File: src/rtl/stage_tracker.sv
// Pipeline occupancy tracker: mirrors the valid/index/control bits of a 5-stage
// in-order pipeline and counts retirements and E-stage bubbles.
module stage_tracker #(
  parameter int CNT_W = 32,
  parameter int BUB_W = 16
) (
  input  logic             clk,
  input  logic             reset,
  input  logic             f_valid,
  input  logic [4:0]       d_rs1,
  input  logic [4:0]       d_rs2,
  input  logic [4:0]       d_rd,
  input  logic             d_reg_write,
  input  logic [1:0]       d_result_src,
  input  logic             e_pc_src,
  input  logic             d_stall,
  input  logic             d_flush,
  input  logic             e_flush,
  output logic             d_valid,
  output logic [4:0]       e_rs1,
  output logic [4:0]       e_rs2,
  output logic [4:0]       e_rd,
  output logic [1:0]       e_result_src,
  output logic [4:0]       m_rd,
  output logic [4:0]       w_rd,
  output logic             m_reg_write,
  output logic             w_reg_write,
  output logic             e_valid,
  output logic             m_valid,
  output logic             w_valid,
  output logic [CNT_W-1:0] instret,
  output logic [BUB_W-1:0] bubbles
);

  logic e_reg_write_q;
  logic m_reg_write_q;
  logic w_reg_write_q;

  // Branch redirect is visible here only through d_flush/e_flush.
  logic unused_pc_src;
  assign unused_pc_src = e_pc_src;

  always_ff @(posedge clk or posedge reset) begin
    if (reset) begin
      d_valid <= 1'b0;
    end else if (d_flush) begin
      d_valid <= 1'b0;
    end else if (!d_stall) begin
      d_valid <= f_valid;
    end
  end

  // Control bits are qualified by d_valid so a bubble never looks like a load.
  always_ff @(posedge clk or posedge reset) begin
    if (reset) begin
      e_valid       <= 1'b0;
      e_rs1         <= '0;
      e_rs2         <= '0;
      e_rd          <= '0;
      e_reg_write_q <= 1'b0;
      e_result_src  <= '0;
    end else if (e_flush) begin
      e_valid       <= 1'b0;
      e_rs1         <= '0;
      e_rs2         <= '0;
      e_rd          <= '0;
      e_reg_write_q <= 1'b0;
      e_result_src  <= '0;
    end else begin
      e_valid       <= d_valid;
      e_rs1         <= d_rs1;
      e_rs2         <= d_rs2;
      e_rd          <= d_rd;
      e_reg_write_q <= d_valid & d_reg_write;
      e_result_src  <= d_valid ? d_result_src : 2'b00;
    end
  end

  always_ff @(posedge clk or posedge reset) begin
    if (reset) begin
      m_valid       <= 1'b0;
      m_rd          <= '0;
      m_reg_write_q <= 1'b0;
      w_valid       <= 1'b0;
      w_rd          <= '0;
      w_reg_write_q <= 1'b0;
    end else begin
      m_valid       <= e_valid;
      m_rd          <= e_rd;
      m_reg_write_q <= e_reg_write_q;
      w_valid       <= m_valid;
      w_rd          <= m_rd;
      w_reg_write_q <= m_reg_write_q;
    end
  end

  always_ff @(posedge clk or posedge reset) begin
    if (reset) begin
      instret <= '0;
      bubbles <= '0;
    end else begin
      if (w_valid) instret <= instret + 1'b1;
      if (e_flush && (bubbles != {BUB_W{1'b1}})) bubbles <= bubbles + 1'b1;
    end
  end

  assign m_reg_write = m_valid & m_reg_write_q;
  assign w_reg_write = w_valid & w_reg_write_q;

endmodule

File: config.mk
export PLATFORM = sky130hd
export DESIGN_NAME = stage_tracker
export DESIGN_NICKNAME = d
export VERILOG_FILES = /design/src/rtl/stage_tracker.sv
export SDC_FILE = /design/constraint.sdc
export NUM_CORES = 1
export LEC_CHECK = 0
export CAP_MARGIN = 20
export CORE_ASPECT_RATIO = 0.9
export CORE_UTILIZATION = 40
export CTS_BUF_LIST = sky130_fd_sc_hd__clkbuf_2
export DETAILED_ROUTE_END_ITERATION = 16
export PLACE_DENSITY = 0.71
export SLEW_MARGIN = 20
export SYNTH_ARGS = -nofsm -noshare
export SYNTH_HDL_FRONTEND = slang
export SYNTH_SLANG_ARGS = --single-unit
File: constraint.sdc
create_clock -name clk -period 7.4 [get_ports clk]
set_input_delay 1.48 -clock clk [delete_from_list [all_inputs] [get_ports clk]]
set_output_delay 1.48 -clock clk [all_outputs]
set_load 0.02 [all_outputs]
# --- After elaboration in Yosys (flattened, before gate mapping) ---
# Index checks and enable logic that the tools add are counted.
classes:
  add_sub_neg: 2
  eq_ne: 2
  mux: 9
  bitwise: 3
  n_reduce_logical: 1
op_table:
  columns: ["cell", "count"]
  rows:
  - ["32-bit by 1-bit adder with 32-bit output, second input constant", 1]
  - ["16-bit by 1-bit adder with 16-bit output, second input constant", 1]
  - ["16-bit != test, second input constant", 1]
  - ["5-bit 2-to-1 mux", 3]
  - ["1-bit 2-to-1 mux", 4]
  - ["2-bit 2-to-1 mux", 2]
  - ["1-bit AND", 3]
  - ["2-bit by 1-bit != test with 1-bit output, second input constant", 1]
  - ["1-bit logical AND", 1]
totals:
  regBits: 82
  inputBits: 25
  output_inout_bits: 81
  elab_cells: 32

# --- Depth between registers and ports, before layout ---
depth:
  word_depth: 2
  depth_mapped: 6
  mapped_depth_nobuf: 5

# --- Worst setup path before layout ---
# Ideal clock, no wire load.
synth_path:
  kind: "input to register"
  startpoint: "input e_flush"
  endpoint: "register bubbles[13]"
  setup_time_ns: 0.080
  arrival_ns: 2.428
  required_ns: 7.320
  setup_slack_ns: 4.892
  stages: 4
  path_cell_list: "inv_1 -> or4b_4 -> nor3_1 -> xor2_1"
synth_between:
  elab_chain_len: 1
synth_rtl:
  columns: ["element", "line", "rtl"]
  rows:
  - ["start: declaration", "18", "input logic e_flush,"]
  - ["1-bit logical AND", "103", "if (e_flush && (bubbles != {BUB_W{1'b1}})) bubbles <= bubbles + 1'b1;"]
  - ["end signal: assignment", "103", null]
  - ["end: declaration", "32", "output logic [BUB_W-1:0] bubbles"]
# No other way between the ends.
# A chain may end at the register's enable or synchronous reset.

# --- Worst setup path after layout ---
layout_path:
  startpoint: "register w_valid"
  endpoint: "output w_reg_write"
layout_between:
  elab_chain_len: 1
layout_rtl:
  columns: ["element", "line", "rtl"]
  rows:
  - ["start: declaration", "30", "output logic w_valid,"]
  - ["start signal: assignment", "91", "w_valid <= m_valid;"]
  - ["1-bit AND", "108", "assign w_reg_write = w_valid & w_reg_write_q;"]
  - ["end: declaration", "27", "output logic w_reg_write,"]
# No other way between the ends.

==> qor.tcl <==
set qor(violations) {design-rule violations}
set qor(critical_path.max_fanout) 8
set qor(finalNonFillerCells) 473
set qor(synthDominantAreaCellType) {sky130_fd_sc_hd__dfrtp_1}
set qor(hold_violations) 0
set qor(grt_pass1_wl_um) 11000
set qor(proportion_of_layout_cells_with_a_drive_suffix_above_1_pct) 8.02
set qor(rr_worst_depth) 5
set qor(tightestPinTransition_ns) 0.762
set qor(grt.total_usage_pct) 16.7
set qor(dieWidth_um) 97.7
set qor(fin_setup_tns_ns) 0
set qor(floorplan.die_area_um2) 8600
set qor(p_int_uw) 680
set qor(p_switching_uw) 323
set qor(r2r_end) {bubbles[1]$_DFFE_PP0P_}
set qor(synthDistinctLibCells) 36
set qor(io_buffers) 104
set qor(dr.pass1.iters) 12
set qor(area_delta_synth_final_pct) 38.2
set qor(cts_max_path_buffers) 2
set qor(global_route.overflow_total) 0
set qor(place_congestion) 0.736
set qor(post-synth-top-count-cell) {sky130_fd_sc_hd__dfrtp_1}
set qor(share_clk_of_total_power_pct) 25.2
set qor(post_synth_edffs) 0
set qor(ff2ff_setup_slack_ns) 5.44
set qor(post-route-drc-count) 9
set qor(ios) 106
set qor(grt_max_degree) 63
set qor(worst_clock_skew_ns) 0.0433
set qor(cts.repair.resized) 0
set qor(worstSetupStartpointType) {register}
set qor(power_mw) 1.00
set qor(cts_max_level) 3
set qor(drt.antenna.violating_nets) 0
set qor(critical_path.reg2reg.startpoint) {bubbles[0]$_DFFE_PP0P_}
set qor(maxCapViolations) 0
set qor(hold_class) {reg2reg}
set qor(synth_area_per_cell_um2) 12.7
set qor(num_vias) 2336
set qor(finalWirelength_um) 6670
set qor(clock-root-buffer) {sky130_fd_sc_hd__clkbuf_2}
set qor(setup.worst_path.end_class) {primary output}
set qor(numCtsBuffers) 9
set qor(antennaDiodeCount) 0
set qor(pwr-share-comb_pct) 21.2
set qor(syn_inst) 260
set qor(worstPathRequired_ns) 5.92
set qor(placement_rows) 31
set qor(ys_async_sr_fraction_pct) 100
set qor(hold-path-cell-count) 0
set qor(final.period_utilization_pct) 45.4
set qor(hpwl_um) 4760
set qor(synth_common_cells) {82 x sky130_fd_sc_hd__dfrtp_1, 27 x sky130_fd_sc_hd__xor2_1, 16 x sky130_fd_sc_hd__nor2b_1, 16 x sky130_fd_sc_hd__xnor2_1, 15 x sky130_fd_sc_hd__nand2_1}
set qor(switching_share_of_power_pct) 32.2
set qor(period_minus_slack_ns) 3.36
set qor(final-setup-viol-count) 0
set qor(clk-insertion-delay-late_ns) 0.54
set qor(design.core.area_um2) 8030
set qor(layout.nets) 396
set qor(syn_nets) 287
set qor(main_synth_ff_type) {sky130_fd_sc_hd__dfrtp_1}
set qor(grt_setup_unrepaired) {no}
set qor(first_global_vias) 2353
set qor(nFillCells) 686
set qor(numClockSinks) 82
set qor(arrival_ns) 1.88
set qor(hold_end) {w_rd[4]$_DFF_PP0_}
set qor(post_synthesis_sequential_element_count) 82
set qor(die_y_um) 88.1
set qor(leakagePower_nw) 2.08
set qor(highest_ir_drop_seen_on_vdd_v) 0.000184
set qor(yosys-top-cells-area) {sky130_fd_sc_hd__dfrtp_1 62%, sky130_fd_sc_hd__xor2_1 7.2%, sky130_fd_sc_hd__xnor2_1 4.3%}
set qor(synth_sequential_area_ratio_pct) 62.3
set qor(setup.worst_path.class) {reg2out}
set qor(place_inst) 457
set qor(slew-limit-headroom_pct) 49.2
set qor(routed_via_density) 4.94
set qor(cts_tree) {yes}
set qor(run_status) {complete, but fails checks}
set qor(initial_util_pct) 41.0
set qor(drt-initial-drc-count) 96
set qor(postCtsSetupRepairBufs) 0
set qor(ys.warnings.count) 0
set qor(clkSlewWorstSetupHoldPaths_ns) 0.24
set qor(fmaxAchievable_mhz) 298
set qor(netlist.area_leader.share_pct) 62.3
set qor(hold_path_start) {m_rd[4]$_DFF_PP0_}
set qor(hold_buffers) 0
set qor(wl_per_cell_um) 14.1
set qor(antenna_found_initial) 0
set qor(post_synth_instance_area_um2) 3290
set qor(power_density_nw_per_um2) 220
set qor(final-max-slew-violation-count) 0
set qor(seqPwrFrac_pct) 53.6
per-stage QoR:
step	hold slack [ns]	area [um2]	util, %	worst slack, ns
global route	0.402	4550	56.7	3.91
finish	0.377	4550	56.7	4.04
CTS	0.389	4550	56.7	3.97
detailed placement	0.335	4430	55.2	3.64
global placement	0.333	4430	55.2	3.68
floorplan	0.331	3290	-	3.81
worst max path at each step:
stage	endpoint	slack [ns]	startpoint
finish	w_reg_write	4.04	w_valid$_DFF_PP0_
global route	w_reg_write	3.91	w_valid$_DFF_PP0_
CTS	w_reg_write	3.97	w_valid$_DFF_PP0_
detailed placement	bubbles[11]$_DFFE_PP0P_	3.64	e_flush
global placement	bubbles[15]$_DFFE_PP0P_	3.68	e_flush
floorplan	bubbles[0]$_DFFE_PP0P_	3.81	reset
power groups by stage:
stage	registers (mW)	clock network [mW]	logic [mW]
final	0.538	0.252	0.212
after global routing	0.544	0.281	0.229
after CTS	0.537	0.264	0.215
after detailed placement	0.544	0	0.214
after global placement	0.544	0	0.211
after floorplan	0.584	0	0.0624
cells in the final DEF, fill, tap and decap left out, types with 3 or more instances in the layout:
cell	instances
sky130_fd_sc_hd__nand4_1	7
sky130_fd_sc_hd__nand3_1	14
sky130_fd_sc_hd__xnor2_1	16
sky130_fd_sc_hd__nor3_1	13
sky130_fd_sc_hd__and3_1	6
sky130_fd_sc_hd__xor2_1	27
sky130_fd_sc_hd__dfrtp_1	82
sky130_fd_sc_hd__and2_1	6
sky130_fd_sc_hd__nor2_1	11
sky130_fd_sc_hd__inv_1	3
sky130_fd_sc_hd__inv_6	4
sky130_fd_sc_hd__nor2b_1	16
sky130_fd_sc_hd__nor4_2	3
sky130_fd_sc_hd__and4_1	4
sky130_fd_sc_hd__clkbuf_2	9
sky130_fd_sc_hd__nor4_1	5
sky130_fd_sc_hd__clkdlybuf4s50_1	104
sky130_fd_sc_hd__nand4_2	3
sky130_fd_sc_hd__nand2_1	15
registers in the layout, summed over array words and instances (netlist names):
register       flops
instret           32
bubbles           16
e_rd               5
e_rs1              5
e_rs2              5
m_rd               5
w_rd               5
e_result_src       2
d_valid            1
e_reg_write_q      1
e_valid            1
m_reg_write_q      1
m_valid            1
w_reg_write_q      1
w_valid            1
logic make-up (layout without fill, tap and decap cells):
| family | count (synthesis) | after routing | synth area share, % |
|---|---|---|---|
| xor+xnor | 43 | 43 | 11.4 |
| fa+ha+maj | 2 | 2 | 0.759 |
| compound gates | 6 | 6 | 1.22 |
| mux | 3 | 3 | 0.987 |
| flops | 82 | 82 | 62.3 |
| simple gates | 113 | 113 | 21.6 |
| buf+inv | 11 | 125 | 1.67 |
area by class of cell:
| type | instances | area [um2] | area share, % |
|---|---|---|---|
| inverter | 4 | 16.3 | 0.357 |
| tap | 99 | 124 | 2.72 |
| clock buffer | 9 | 45.0 | 0.989 |
| timing repair buffer | 105 | 1050 | 23.0 |
| clock inverter | 7 | 81.3 | 1.79 |
| sequential | 82 | 2050 | 45.1 |
| multi-input combinational | 167 | 1190 | 26.1 |
layer usage:
layer	track usage, %	routed length [um]	up-vias
met5	0	0	-
met4	6.61	94	0
met3	8.46	687	10
met2	27.8	3160	82
met1	18.6	2730	1125
li1	-	-	1119
critical path, stage by stage (launching register included):
cell,delay [ns]
sky130_fd_sc_hd__dfrtp_1,0.57
sky130_fd_sc_hd__and2_1,0.17
sky130_fd_sc_hd__clkdlybuf4s50_1,0.61
No activity file was read; power rests on OpenSTA's default activity.
